`config.mk`:
```
export PLATFORM = sky130hd
export DESIGN_NAME = serial_adder_ctrl
export DESIGN_NICKNAME = d
export VERILOG_FILES = /design/src/rtl/adder_pkg.sv /design/src/rtl/full_adder.sv /design/src/rtl/serial_adder_ctrl.sv
export SDC_FILE = /design/constraint.sdc
export NUM_CORES = 1
export LEC_CHECK = 0
export CORE_AREA = 2 2 75 77
export DETAILED_ROUTE_END_ITERATION = 16
export DIE_AREA = 0 0 77 79
export PLACE_DENSITY = 0.49
export SETUP_SLACK_MARGIN = 0.3
export SYNTH_ARGS = -nofsm -noshare
export SYNTH_HDL_FRONTEND = slang
export SYNTH_SLANG_ARGS = --single-unit
```
`constraint.sdc`:
```
create_clock -name clk -period 1.25 [get_ports clk]
set_clock_uncertainty 0.2 [all_clocks]
set_input_delay 0.25 -clock clk [delete_from_list [all_inputs] [get_ports clk]]
set_output_delay 0.25 -clock clk [all_outputs]
set_load 0.005 [all_outputs]
```
`src/rtl/adder_pkg.sv`:
```
// rtl/adder_pkg.sv - shared constants for the bit-serial adder controller
// Contents: controller state encoding and the default operand width.
package adder_pkg;

  localparam int DEFAULT_WIDTH = 8;

  localparam logic [1:0] ST_IDLE = 2'd0;
  localparam logic [1:0] ST_RUN  = 2'd1;
  localparam logic [1:0] ST_DONE = 2'd2;

endpackage

```
`src/rtl/full_adder.sv`:
```
// rtl/full_adder.sv - combinational 1-bit full adder cell
// Ports: A, B, Cin (in, 1 bit each); Sum, Cout (out, 1 bit each).
module full_adder (
  input  logic A,
  input  logic B,
  input  logic Cin,
  output logic Sum,
  output logic Cout
);

  assign Sum  = A ^ B ^ Cin;
  assign Cout = (A & B) | (A & Cin) | (B & Cin);

endmodule

```
`src/rtl/serial_adder_ctrl.sv`:
```
// rtl/serial_adder_ctrl.sv - bit-serial adder controller around one full_adder cell
// Ports: clk, rst (sync, active-high); start, A, B, Cin request inputs;
//        busy (RUN), done (1-cycle pulse), Sum/Cout registered result.
module serial_adder_ctrl
  import adder_pkg::*;
#(
  parameter int WIDTH = DEFAULT_WIDTH
) (
  input  logic             clk,
  input  logic             rst,
  input  logic             start,
  input  logic [WIDTH-1:0] A,
  input  logic [WIDTH-1:0] B,
  input  logic             Cin,
  output logic             busy,
  output logic             done,
  output logic [WIDTH-1:0] Sum,
  output logic             Cout
);

  localparam int CW = (WIDTH > 1) ? $clog2(WIDTH) : 1;

  logic [1:0]       state, state_nx;
  logic [WIDTH-1:0] a_sr, b_sr, res_sr, res_nx;
  logic             carry;
  logic [CW-1:0]    count;
  logic             fa_sum, fa_cout;
  logic             accept, last;

  full_adder u_fa (
    .A    (a_sr[0]),
    .B    (b_sr[0]),
    .Cin  (carry),
    .Sum  (fa_sum),
    .Cout (fa_cout)
  );

  // DONE accepts a new request just like IDLE so back-to-back adds have no bubble.
  assign accept = start && ((state == ST_IDLE) || (state == ST_DONE));
  assign last   = (count == CW'(WIDTH - 1));

  // Result bits arrive LSB first, so each new bit enters at the MSB end.
  always_comb begin
    res_nx            = res_sr >> 1;
    res_nx[WIDTH-1]   = fa_sum;
  end

  always_ff @(posedge clk) begin
    if (rst) begin
      state <= ST_IDLE;
    end else begin
      state <= state_nx;
    end
  end

  always_comb begin
    state_nx = state;
    case (state)
      ST_IDLE: if (start) state_nx = ST_RUN;
      ST_RUN:  if (last)  state_nx = ST_DONE;
      ST_DONE: state_nx = start ? ST_RUN : ST_IDLE;
      default: state_nx = ST_IDLE;
    endcase
  end

  always_comb begin
    busy = (state == ST_RUN);
    done = (state == ST_DONE);
  end

  always_ff @(posedge clk) begin
    if (rst) begin
      a_sr   <= '0;
      b_sr   <= '0;
      res_sr <= '0;
      carry  <= 1'b0;
      count  <= '0;
      Sum    <= '0;
      Cout   <= 1'b0;
    end else if (state == ST_RUN) begin
      a_sr   <= a_sr >> 1;
      b_sr   <= b_sr >> 1;
      res_sr <= res_nx;
      carry  <= fa_cout;
      count  <= count + 1'b1;
      // Outputs only move on the final bit so they hold the previous result during RUN.
      if (last) begin
        Sum  <= res_nx;
        Cout <= fa_cout;
      end
    end else if (accept) begin
      a_sr  <= A;
      b_sr  <= B;
      carry <= Cin;
      count <= '0;
    end
  end

endmodule
```
* Word-level counts from Yosys, hierarchy flattened
Index checks and enable logic that the tools add are counted.
** Word-level totals
- Register bits :: 39
- Input bits :: 20
- Output and inout bits :: 11
** Cells by class
- Add/subtract/negate cells :: 1
- Equality and inequality tests :: 5
- Muxes and demuxes :: 12
- Bitwise logic cells :: 7
- Reduce and logical (&&, ||, !) cells :: 7
** Operators by type and width (number)
- 7-bit two-way mux :: 4
- 3-bit two-way mux :: 2
- 2-bit one-hot mux with 3 select lines :: 1
- 2-bit two-way mux :: 2
- 2-bit AND reduction :: 2
- 3-bit by 1-bit adder with 3-bit output (second input constant) :: 1
- 1-bit AND :: 3
- 3-bit == test (second input constant) :: 1
- 1-bit two-way mux :: 3
- 2-bit by 1-bit == test with 1-bit output (second input constant) :: 1
- 2-bit == test (second input constant) :: 1
- 2-bit zero test :: 1
- 2-bit by 1-bit != test with 1-bit output (second input constant) :: 1
- 2-bit != test (second input constant) :: 1
- 1-bit bitwise OR :: 2
- 2-bit nonzero test :: 1
- 2-bit OR reduction :: 1
- 1-bit bitwise XOR :: 2
- 1-bit logical AND :: 1
- 1-bit logical OR :: 1

* Depth between registers and ports, before layout
- Depth after elaboration :: 5
- Mapped depth :: 6
- Depth with buffers taken out :: 5

* Modules after synthesis
A second synthesis with hierarchy kept.
** Second synthesis, totals
- Cells, all modules :: 169
- Area, all modules :: 1544.0 µm²
** By module, submodules not included
- serial_adder_ctrl :: instances 1, cells each 168, area an instance 1524.0 µm², seq. area each 760.7 µm²
- full_adder :: instances 1, cells each 1, area an instance 20.0 µm², seq. area each 0.0 µm²

* Worst setup path after synthesis
OpenSTA, ideal clock, no wires.
- Path kind :: register -> register
- Start point :: register count[0]
- End point :: register state[0]
- Data arrival time :: 1.059 ns
- Path slack :: -0.137 ns
- Stages on the path, launching flop included :: 6
- Path buffers :: 1
- Clock period less this slack :: 1.387 ns
- Cell sequence :: dfxtp_1 ha_1 ha_1 clkbuf_1 o21a_1 nor2_1
** On the way
- Longest elaborated chain between the ends :: 3
** Ends and longest elaborated chain
- start: declaration :: RTL line serial_adder_ctrl.sv:26 : logic [CW-1:0] count;
- start signal: assignment :: RTL line serial_adder_ctrl.sv:85 : count <= count + 1'b1;
- 3-bit == test :: RTL line serial_adder_ctrl.sv:40 : assign last = (count == CW'(WIDTH - 1));
- 2-bit by 1-bit != test with 1-bit output (no line)
- 2-bit AND reduction (no line)
- end signal: assignment :: RTL line serial_adder_ctrl.sv:52 : state <= state_nx;
- end: declaration :: RTL line serial_adder_ctrl.sv:23 : logic [1:0] state, state_nx;
No other way between the ends.
A chain may end at the register's enable or synchronous reset.

* Worst setup path in the final report
- Start point :: register state[0]
- End point :: register a_sr[0]
** On the way
- Longest elaborated chain between the ends :: 4
- Elaborated cells on any way between the ends :: 7
** Ends and longest elaborated chain
- 2-bit == test or 2-bit zero test (tied branches) :: RTL line serial_adder_ctrl.sv:39 : assign accept = start && ((state == ST_IDLE) || (state == ST_DONE));
- 1-bit logical OR :: RTL line serial_adder_ctrl.sv:39
- 1-bit logical AND :: RTL line serial_adder_ctrl.sv:39
- 2-bit nonzero test (no line)
- end signal: assignment :: RTL line serial_adder_ctrl.sv:81 : a_sr <= a_sr >> 1;
- end: declaration :: RTL line serial_adder_ctrl.sv:24 : logic [WIDTH-1:0] a_sr, b_sr, res_sr, res_nx;
Parallel ways exist; a longest one is shown, timed or not.

==> summary.md <==
| Metric | Value |
|---|---|
| Synth unique cells | 21 |
| Detailed Place HPWL | 2160 um |
| Chip Height | 79 um |
| Longest Clk Path Bufs | 2 |
| Final Hold Viols | 0 |
| Mapped Area | 0.00154 mm^2 |
| Crit end category | flop |
| Worst hold endpoint | Sum[0] |
| Max Cap Viol | 0 |
| Int Pwr | 1.86 mW |
| Max-slew headroom | 0.713 |
| Rows | 27 |
| RR Startpoint | state[0] |
| Via density | 4.56 |
| CP Max Fanout | 6 |
| Port Buffers | 30 |
| DRT Wirelength | 3530 um |
| Post-Place Worst Slack | -0.455 ns |
| Psw | 0.620 mW |
| Antenna Nets Post-Route | 0 |
| Failing checks | setup timing |
| Pwr/cell area | 1120 mW/mm^2 |
| Post-route setup slack | -0.142 ns |
| Final period utilization | 1.11 |
| GRT Resource Usage Total | 0.123 |
| Sequential share of the synthesized area | 0.493 |
| Die W | 77 um |
| Cells on worst reg2reg path | 4 |
| Fraction of layout instances using a drive strength above 1 | 0.299 |
| Crit Path Category | reg2reg |
| Initial Utilization | 0.289 |
| R2r setup slk | -0.14 ns |
| Min Hold Slack | 0.269 ns |
| Layout area overhead | 43.7% |
| Worst R2R End | a_sr[0] |
| # hold bufs at CTS | 0 |
| RSZ-0062 raised after global routing | true |
| Global-route wire length before repair | 5870 um |
| Initial antenna violation count | 0 |
| Final Max Tran Viols | 0 |
| Total gr overflow | 0 |
| Status | complete, but fails checks |
| Clock group share of total power | 0.313 |
| # H-tree levels | 2 |
| Drt pass-1 iters | 4 |
| CP startpoint kind | flop |
| Vias in the first global route | 1275 |
| Final Setup Violations | 31 |
| Peak Freq | 719 MHz |
| Synthesis Warnings | 0 |
| Largest net degree at the start of global routing | 42 |
| Syn nets | 192 |
| DRC Markers | 0 |
| Tot Pwr | 2.48 mW |
| Seq pwr share | 0.531 |
| Clk_lat worst skew | 0.29 ns |
| Clock slew at reported path FFs | 0.07 ns |
| Gpl congestion | 0.706 |
| CTS tree | done |
| Critical Path AT | 1.37 ns |
| Worst-Margin Slew | 0.430 ns |
| Wirelength per Cell | 12.5 um |
| Fin util | 0.416 |
| Setup TNS | -1.67 ns |
| Vias after detailed routing | 1290 |
| DRT iter0 DRCs | 52 |
| N_diodes | 0 |
| Core region area | 0.00534 mm^2 |
| Leak Pwr | 0.890 nW |
| CTS Root Cell | clkbuf_8 |
| Total die area | 0.00608 mm^2 |
| Count of state elements after synthesis | 38 |
| Worst Min Path Start | Sum[0] |
| I/O Pins | 31 |
| Syn avg cell area | 9.14 um^2 |
| Combinational share of power | 0.155 |
| Max VDD drop | 0.401 mV |
| Min Tclk post-route | 1.39 ns |
| Synthesized instance count | 169 |
| Hold path cells | 2 |
| CTS buffer count | 5 |
| Switching share of power | 0.250 |
| Nets@finish | 234 |
| Tightest Hold Check Type | reg2reg |
| WP data required | 1.23 ns |
| CTS sink cnt | 38 |
## area by class of cell
| type | count | area [um^2] |
|---|---|---|
| fillers | 564 | 3120 |
| well taps | 72 | 90.1 |
| repair buffers | 46 | 453 |
| inverters | 1 | 6.26 |
| clock buffers | 7 | 76.3 |
| multi-input cells | 119 | 811 |
| flip-flops and latches | 38 | 782 |
## power groups by stage
| stage | sequential, mW | clock (mW) | combinational, mW |
|---|---|---|---|
| floorplan | 1.34 | 0 | 0.264 |
| global placement | 1.34 | 0 | 0.334 |
| detailed placement | 1.34 | 0 | 0.341 |
| CTS | 1.32 | 0.818 | 0.372 |
| global route | 1.33 | 0.854 | 0.421 |
| finish | 1.32 | 0.778 | 0.385 |
## layout by cell type, fill, tap and decap left out, types with 2 or more instances in the layout
master	Yosys	final
clkbuf_1	4	2
nor2_1	17	17
dfxtp_1	38	23
buf_6	2	9
nor3_1	2	2
a211oi_2	0	3
clkdlybuf4s50_1	0	18
buf_12	0	3
a211oi_1	15	12
ha_4	0	2
nand3_1	12	11
a21oi_2	0	3
mux2i_1	17	17
dfxtp_2	0	14
a21oi_1	19	16
buf_2	5	4
nand2_1	25	25
buf_4	2	11
clkbuf_8	0	5
nand2b_4	1	5
## registers in the layout (all words and copies together), names as in the netlist
name	cells
a_sr	8
Cout	1
b_sr	8
count	3
carry	1
Sum	8
state	2
res_sr	7
## worst max path at each step
| stage | slack [ns] | to | from | depth (start not counted) |
|---|---|---|---|---|
| 5_1_grt | -0.17 | Cout | count[1] | 6 |
| 6_report | -0.14 | a_sr[0] | state[0] | 4 |
| 3_5_place_dp | -0.45 | b_sr[0] | start | 4 |
| 2_1_floorplan | -0.05 | Sum[7] | a_sr[0] | 3 |
| 4_1_cts | -0.12 | a_sr[4] | state[1] | 4 |
| 3_3_place_gp | -0.43 | b_sr[0] | start | 4 |
## Yosys cell counts
cell / number / share of area
mux2i_1: 17 / 0.11
a211oi_1: 15 / 0.073
buf_2: 5 / 0.016
nor2b_1: 1 / 0.0041
fa_1: 1 / 0.013
ha_1: 2 / 0.016
a21oi_1: 19 / 0.062
nand2b_1: 2 / 0.0081
nand2_1: 25 / 0.061
dfxtp_1: 38 / 0.49
buf_1: 1 / 0.0024
nand2b_4: 1 / 0.0089
buf_6: 2 / 0.015
nand3b_1: 1 / 0.0049
nand3_1: 12 / 0.039
nor3_1: 2 / 0.0065
nor2_1: 17 / 0.041
clkbuf_1: 4 / 0.0097
o21a_1: 1 / 0.0049
buf_4: 2 / 0.0097
inv_1: 1 / 0.0024
## worst max-delay path, cell delays in order, from the launching register on
cell	delay [ns]
dfxtp_4	0.38
buf_4	0.15
nand2b_4	0.18
mux2i_1	0.15
a211oi_1	0.24
## through the flow
step | area [um^2] | std cells
finish | 2220 | 283
floorplan | 1650 | 169
CTS | 2160 | 282
global route | 2220 | 283
detailed placement | 2040 | 270
global placement | 2040 | 270
## what timing repair did
item                       4_1_cts  5_1_grt
resized for setup               65       10
pin swaps                        4        2
gates cloned                     2        1
buffers inserted                 3        0
setup endpoints to repair       49       49
## cell families after synthesis
| family | share of synthesized area |
|---|---|
| AND/OR/NAND/NOR | 0.173 |
| flip-flops | 0.493 |
| AO/OA/AOI/OAI | 0.139 |
| multiplexers | 0.110 |
| buffers and inverters | 0.0551 |
| adder cells (fa/ha/maj) | 0.0292 |
## per-layer routing
metal	vias up	global-route usage	routed length [um]
li1	668	-	-
met1	600	0.145	1660
met2	19	0.211	1740
met3	3	0.0318	93
met4	0	0.0536	31
met5	-	0	0
Power figures use the tool's default switching activity.
